File: config.mk
export PLATFORM = sky130hd
export DESIGN_NAME = oth_frame_tx
export DESIGN_NICKNAME = d
export VERILOG_FILES = /design/src/rtl/oth_pkg.sv /design/src/rtl/oth_bit_counter.sv /design/src/rtl/oth_frame_tx.sv
export SDC_FILE = /design/constraint.sdc
export NUM_CORES = 1
export LEC_CHECK = 0
export CELL_PAD_IN_SITES_DETAIL_PLACEMENT = 1
export CELL_PAD_IN_SITES_GLOBAL_PLACEMENT = 2
export CORE_ASPECT_RATIO = 0.9
export CORE_UTILIZATION = 37
export DETAILED_ROUTE_END_ITERATION = 7
export PLACE_DENSITY = 0.81
export SLEW_MARGIN = 20
export SYNTH_ARGS = -nofsm -noshare
export SYNTH_HDL_FRONTEND = slang
export SYNTH_SLANG_ARGS = --single-unit
export TNS_END_PERCENT = 5
File: constraint.sdc
create_clock -name clk -period 2.5 [get_ports clk]
set_input_delay 0.25 -clock clk [delete_from_list [all_inputs] [get_ports clk]]
set_output_delay 0.25 -clock clk [all_outputs]
set_load 0.01 [all_outputs]
File: src/rtl/oth_pkg.sv
// Shared types and defaults for the one-to-hot frame transmitter.
package oth_pkg;

    typedef enum logic [2:0] {
        ST_IDLE,
        ST_HDR,
        ST_LEN,
        ST_PAY,
        ST_GAP
    } oth_state_e;

    localparam int                   OTH_HDR_W = 4;
    localparam logic [OTH_HDR_W-1:0] OTH_HDR   = 4'b1101;
    localparam int                   OTH_LEN_W = 4;
    localparam int                   OTH_PAY_W = (2 ** OTH_LEN_W) - 1;

    function automatic int oth_max(input int a, input int b);
        return (a > b) ? a : b;
    endfunction

endpackage

File: src/rtl/oth_bit_counter.sv
// Loadable down-counter with a terminal (count == 1) flag; indexes the bits of each frame field.
module oth_bit_counter #(
    parameter int W = 4
) (
    input  logic         clk,
    input  logic         rst,
    input  logic         dec,
    input  logic         load,
    input  logic [W-1:0] load_val,
    output logic [W-1:0] cnt,
    output logic         last
);

    // NOTE: sequential state uses <= so every flop samples pre-edge values.
    always_ff @(posedge clk or negedge rst) begin
        if (!rst) begin
            cnt <= '0;
        end else if (load) begin
            cnt <= load_val;
        end else if (dec && (cnt != '0)) begin
            cnt <= cnt - W'(1);
        end
    end

    assign last = (cnt == W'(1));

endmodule

File: src/rtl/oth_frame_tx.sv
// Serial frame transmitter: start pattern, length field, then N payload bits, MSB first.
// Define OTH_TX_GAP_EN to append HDR_W invalid zero bits after every frame.
module oth_frame_tx
    import oth_pkg::*;
#(
    parameter int               HDR_W = OTH_HDR_W,
    parameter logic [HDR_W-1:0] HDR   = OTH_HDR,
    parameter int               LEN_W = OTH_LEN_W
) (
    input  logic                    clk,
    input  logic                    rst,
    input  logic                    clk_en,
    input  logic                    start,
    input  logic [LEN_W-1:0]        len,
    input  logic [(2**LEN_W)-2:0]   data,
    output logic                    ready,
    output logic                    ser_out,
    output logic                    ser_out_valid,
    output logic                    done,
    output logic [LEN_W-1:0]        cnt_out
);

    localparam int PAY_W = (2 ** LEN_W) - 1;
    localparam int SH_W  = oth_max(HDR_W, PAY_W);
    localparam int CNT_W = $clog2(SH_W + 1);

`ifdef OTH_TX_GAP_EN
    localparam oth_state_e AFTER_FRAME = ST_GAP;
`else
    localparam oth_state_e AFTER_FRAME = ST_IDLE;
`endif

    // Left-align a w-bit field so its MSB sits at the shift-out end.
    function automatic logic [SH_W-1:0] left_align(input logic [SH_W-1:0] v, input int unsigned w);
        return v << (SH_W - w);
    endfunction

    oth_state_e         state, state_d;
    logic               accept, frame_end;
    logic [LEN_W-1:0]   len_q;
    logic [PAY_W-1:0]   data_q;
    logic [SH_W-1:0]    sh, sh_d, word;
    logic               ser_d, valid_d, done_d;
    logic               cnt_load, cnt_last;
    logic [CNT_W-1:0]   cnt_load_val, cnt;

    assign accept = clk_en && start && (state == ST_IDLE);

    always_ff @(posedge clk or negedge rst) begin
        if (!rst) state <= ST_IDLE;
        else      state <= state_d;
    end

    // NOTE: every always_comb output gets a default first so no latch is inferred.
    always_comb begin
        state_d   = state;
        frame_end = 1'b0;
        if (clk_en) begin
            case (state)
                ST_IDLE: if (start) state_d = ST_HDR;
                ST_HDR:  if (cnt_last) state_d = ST_LEN;
                ST_LEN: begin
                    if (cnt_last) begin
                        if (len_q != '0) state_d = ST_PAY;
                        else             frame_end = 1'b1;
                    end
                end
                ST_PAY:  if (cnt_last) frame_end = 1'b1;
`ifdef OTH_TX_GAP_EN
                ST_GAP:  if (cnt_last) state_d = ST_IDLE;
`endif
                default: state_d = ST_IDLE;
            endcase
            if (frame_end) state_d = AFTER_FRAME;
        end
    end

    // Entering a field reloads the counter and shift register; otherwise keep shifting.
    always_comb begin
        word         = sh;
        sh_d         = sh;
        ser_d        = ser_out;
        valid_d      = ser_out_valid;
        done_d       = 1'b0;
        cnt_load     = 1'b0;
        cnt_load_val = '0;
        if (clk_en) begin
            if (state_d != state) begin
                cnt_load = 1'b1;
                case (state_d)
                    ST_HDR: begin
                        cnt_load_val = CNT_W'(HDR_W);
                        word         = left_align(SH_W'(HDR), HDR_W);
                    end
                    ST_LEN: begin
                        cnt_load_val = CNT_W'(LEN_W);
                        word         = left_align(SH_W'(len_q), LEN_W);
                    end
                    ST_PAY: begin
                        cnt_load_val = CNT_W'(len_q);
                        word         = left_align(SH_W'(data_q), 32'(len_q));
                    end
                    ST_GAP: begin
                        cnt_load_val = CNT_W'(HDR_W);
                        word         = '0;
                    end
                    default: word = '0;
                endcase
            end
            case (state_d)
                ST_HDR, ST_LEN, ST_PAY: begin
                    ser_d   = word[SH_W-1];
                    valid_d = 1'b1;
                end
                default: begin
                    ser_d   = 1'b0;
                    valid_d = 1'b0;
                end
            endcase
            sh_d   = word << 1;
            done_d = frame_end;
        end
    end

    always_ff @(posedge clk or negedge rst) begin
        if (!rst) begin
            len_q         <= '0;
            data_q        <= '0;
            sh            <= '0;
            ser_out       <= 1'b0;
            ser_out_valid <= 1'b0;
            done          <= 1'b0;
        end else begin
            if (accept) begin
                len_q  <= len;
                data_q <= data;
            end
            sh            <= sh_d;
            ser_out       <= ser_d;
            ser_out_valid <= valid_d;
            done          <= done_d;
        end
    end

    oth_bit_counter #(.W(CNT_W)) u_bit_counter (
        .clk      (clk),
        .rst      (rst),
        .dec      (clk_en),
        .load     (cnt_load),
        .load_val (cnt_load_val),
        .cnt      (cnt),
        .last     (cnt_last)
    );

    assign ready   = (state == ST_IDLE);
    assign cnt_out = (state == ST_PAY) ? cnt[LEN_W-1:0] : '0;

endmodule

==> flow_metrics.env <==
export IMPL_n_antenna_cell=0
export IMPL_period_share_pct=93.26
export IMPL_outcome="finished, final reports clean"
export IMPL_die_area_sq_um=7892
export IMPL_cts_root_buffer="clkbuf_8"
export IMPL_yosysTopAreaCell="dfrtp_1"
export IMPL_start_kind="register"
export IMPL_worstPathMaxFanout=11
export IMPL_finalHoldViolCount=0
export IMPL_final_layout_size_suffix_gt1_share_pct=21.43
export IMPL_leakage_nw=1.304
export IMPL_end_kind="register"
export IMPL_fin_skew_ns=0.007529
export IMPL_fin_crit_ns=2.331
export IMPL_tightest_slew_ns=0.5628
export IMPL_dp_cells=379
export IMPL_ys_flop_type="dfrtp_1"
export IMPL_die_h_um=84.38
export IMPL_slew_headroom_pct=62.48
export IMPL_routedWlPerCell_um=17.78
export IMPL_syn_cell_area_sq_um=2790
export IMPL_cts_made_buffers=5
export IMPL_grt_pass1_wl_um=11470
export IMPL_post_cts_buffers=0
export IMPL_drtPass1Iterations=4
export IMPL_grt_setup_unrepaired="false"
export IMPL_critPathMaxStageDelay_ns=0.41
export IMPL_viasPerCell=5.713
export IMPL_final_seq_area_sq_um=1076
export IMPL_timing_rr_start="u_bit_counter.cnt[1]"
export IMPL_syn_nets=293
export IMPL_start_util_pct=38.84
export IMPL_synth_common_cells="43 x dfrtp_1, 26 x mux2_2, 16 x nand3_1, 15 x inv_1"
export IMPL_cts_tree="built"
export IMPL_core_sq_um=7184
export IMPL_reg2reg_to="u_bit_counter.cnt[2]"
export IMPL_setup_viol=0
export IMPL_port_buffers=30
export IMPL_instances_no_fill=387
export IMPL_async_flop_share_pct=100.0
export IMPL_fin_nets=320
export IMPL_synth_warnings=0
export IMPL_clkLatencyLatePin_ns=0.28
export IMPL_ir_drop_mv=0.6341
export IMPL_grt_pass1_vias=2135
export IMPL_p_per_area_nw_per_um2=1211
export IMPL_rr_worst_depth=8
export IMPL_cts_resized=0
export IMPL_cap_violations=0
export IMPL_multiInputGateArea_sq_um=1560
export IMPL_cp_cell_sequence="inv_1 -> ha_1 -> nor3b_4 -> o2111a_1 -> or3_1 -> inv_1 -> or3_1 -> a31o_1"
export IMPL_ant_nets=0
export IMPL_clock_fmax_mhz=428.9
export IMPL_drt_first_iter_violations=79
export IMPL_setup_tns_ns=0
export IMPL_crit_arrival_ns=2.51
export IMPL_vias=2211
export IMPL_cts_path_max_buffers=2
export IMPL_seq_area_frac_synth_pct=38.57
export IMPL_rows=29
export IMPL_fill_cells=804
export IMPL_clk_pin_slew_worst_paths_ns=0.08
export IMPL_drc=0
export IMPL_die_w_um=93.54
export IMPL_htreeDepth=2
export IMPL_worstPathRequired_ns=2.68
export IMPL_cts_sinks=43
export IMPL_criticalPathCategory="register to register"
export IMPL_finalWirelength_um=6880
export IMPL_track_usage_pct=18.65
export IMPL_synth_distinct_cells=53
export IMPL_cpMaxStageDelayCell="dfrtp_1"
export IMPL_avgSynthCellArea_sq_um=10.41
export IMPL_grt_ovfl_total=0
export IMPL_ioPinCount=31
export IMPL_syn_inst=268
export IMPL_ys_seq_elements=43
export IMPL_synth_edff_count=0
export IMPL_grt_max_degree=44
export IMPL_place_hpwl_um=4816
export IMPL_area_delta_synth_final_pct=17.26
export IMPL_synth_top_area_share_pct=38.57
export IMPL_hp_class="primary input to async pin"
export IMPL_synth_most_common_cell="dfrtp_1"
export IMPL_slew_violations=0
export IMPL_gp_congestion=0.7726
export IMPL_reg2reg_slack_ns=0.17
export IMPL_antenna_found_initial=0
export IMPL_synth_area_leaders="dfrtp_1 39%, mux2_2 10%, mux4_2 8.9%"
## stage by stage
step                area [sq um]  total power [W]  hold slack, ns  setup slack [ns]  utilization (%)
global placement            3174         0.003499          0.4719            0.2501            44.18
CTS                         3247         0.003963          0.1649           0.09814            45.19
floorplan                   2790         0.002938        -0.04559            0.4237                -
finish                      3272         0.003962          0.4866            0.1685            45.54
global route                3272         0.004274          0.5459           0.03510            45.54
detailed placement          3174         0.003540          0.4740            0.1131            44.18
## how the worst max path moves through the flow
| stage | startpoint | to | slack, ns | cells past startpoint |
|---|---|---|---|---|
| 6_report | u_bit_counter.cnt[1] | u_bit_counter.cnt[2] | 0.17 | 8 |
| 2_1_floorplan | len_q[0] | u_bit_counter.cnt[2] | 0.42 | 7 |
| 3_5_place_dp | u_bit_counter.cnt[1] | u_bit_counter.cnt[2] | 0.11 | 8 |
| 4_1_cts | u_bit_counter.cnt[1] | u_bit_counter.cnt[2] | 0.1 | 8 |
| 3_3_place_gp | u_bit_counter.cnt[1] | u_bit_counter.cnt[2] | 0.25 | 8 |
| 5_1_grt | u_bit_counter.cnt[1] | u_bit_counter.cnt[2] | 0.04 | 8 |
## per-layer routing
| layer | routed length, um | GRT usage, % | share of wire (%) |
|---|---|---|---|
| met3 | 225 | 3.170 | 3.3 |
| met4 | 28 | 2.937 | 0.41 |
| met1 | 3516 | 28.70 | 51 |
| met5 | 0 | 0 | 0 |
| met2 | 3110 | 27.81 | 45 |
## repair_timing
item                                    CTS  global route
endpoints found under the setup margin    0             9
hold endpoints to repair                  0            19
hold buffers                              0             1
## layout make-up
type	instances	area share [%]
clock buffers	6	2.218
inverters	17	1.950
multi-input cells	187	47.69
flip-flops and latches	43	32.89
well taps	93	3.556
repair buffers	41	11.70
## critical path, delay by kind of cell (launching register included)
family / cells / cell delay [ns]
AOI/OAI and AO/OA: 2 / 0.47
adders and majority gates: 1 / 0.17
buffers and inverters: 2 / 0.27
DFF: 1 / 0.41
and+or+nand+nor: 3 / 0.91
## report_power, final
group | internal (W) | total (W) | leakage [nW] | switching [W]
clock | 0.000187 | 0.000409 | 0.0371 | 0.000222
sequential | 0.000953 | 0.00129 | 0.535 | 0.000336
combinational | 0.00112 | 0.00226 | 0.732 | 0.00114
## flip-flops by register name, indices dropped and copies added, names as in the netlist
register,count
u_bit_counter.cnt,4
done,1
data_q,15
ser_out,1
len_q,4
ser_out_valid,1
state,3
sh,14
## cell families after synthesis
kind of cell | Yosys count | synth area share, %
and+or+nand+nor | 76 | 15.16
xor gates and xnor gates | 2 | 0.6279
DFF | 43 | 38.56
muxes | 46 | 22.60
AOI/OAI and AO/OA | 60 | 16.19
adders and majority gates | 2 | 0.8967
buffers and inverters | 39 | 5.964
## cell usage in the layout (no fill, tap or decap), types with 3 or more instances in the layout
master,netlist,layout
a211oi_1,4,4
a21oi_1,7,7
a31oi_1,7,7
and3_1,5,5
buf_4,1,11
clkbuf_8,0,5
clkdlybuf4s50_1,0,29
dfrtp_1,43,43
inv_1,15,15
mux2_2,26,26
mux2i_1,9,9
mux4_2,11,11
nand2_1,13,13
nand2b_1,4,4
nand3_1,16,16
nand4_1,5,5
nor2_1,13,13
nor2b_1,4,4
o2111a_1,3,3
o2111ai_1,3,3
o211ai_1,3,3
o21ai_0,6,6
o221ai_1,9,9
o22ai_1,3,3
o2bb2ai_1,3,3
(Power assumes the default switching activity.)
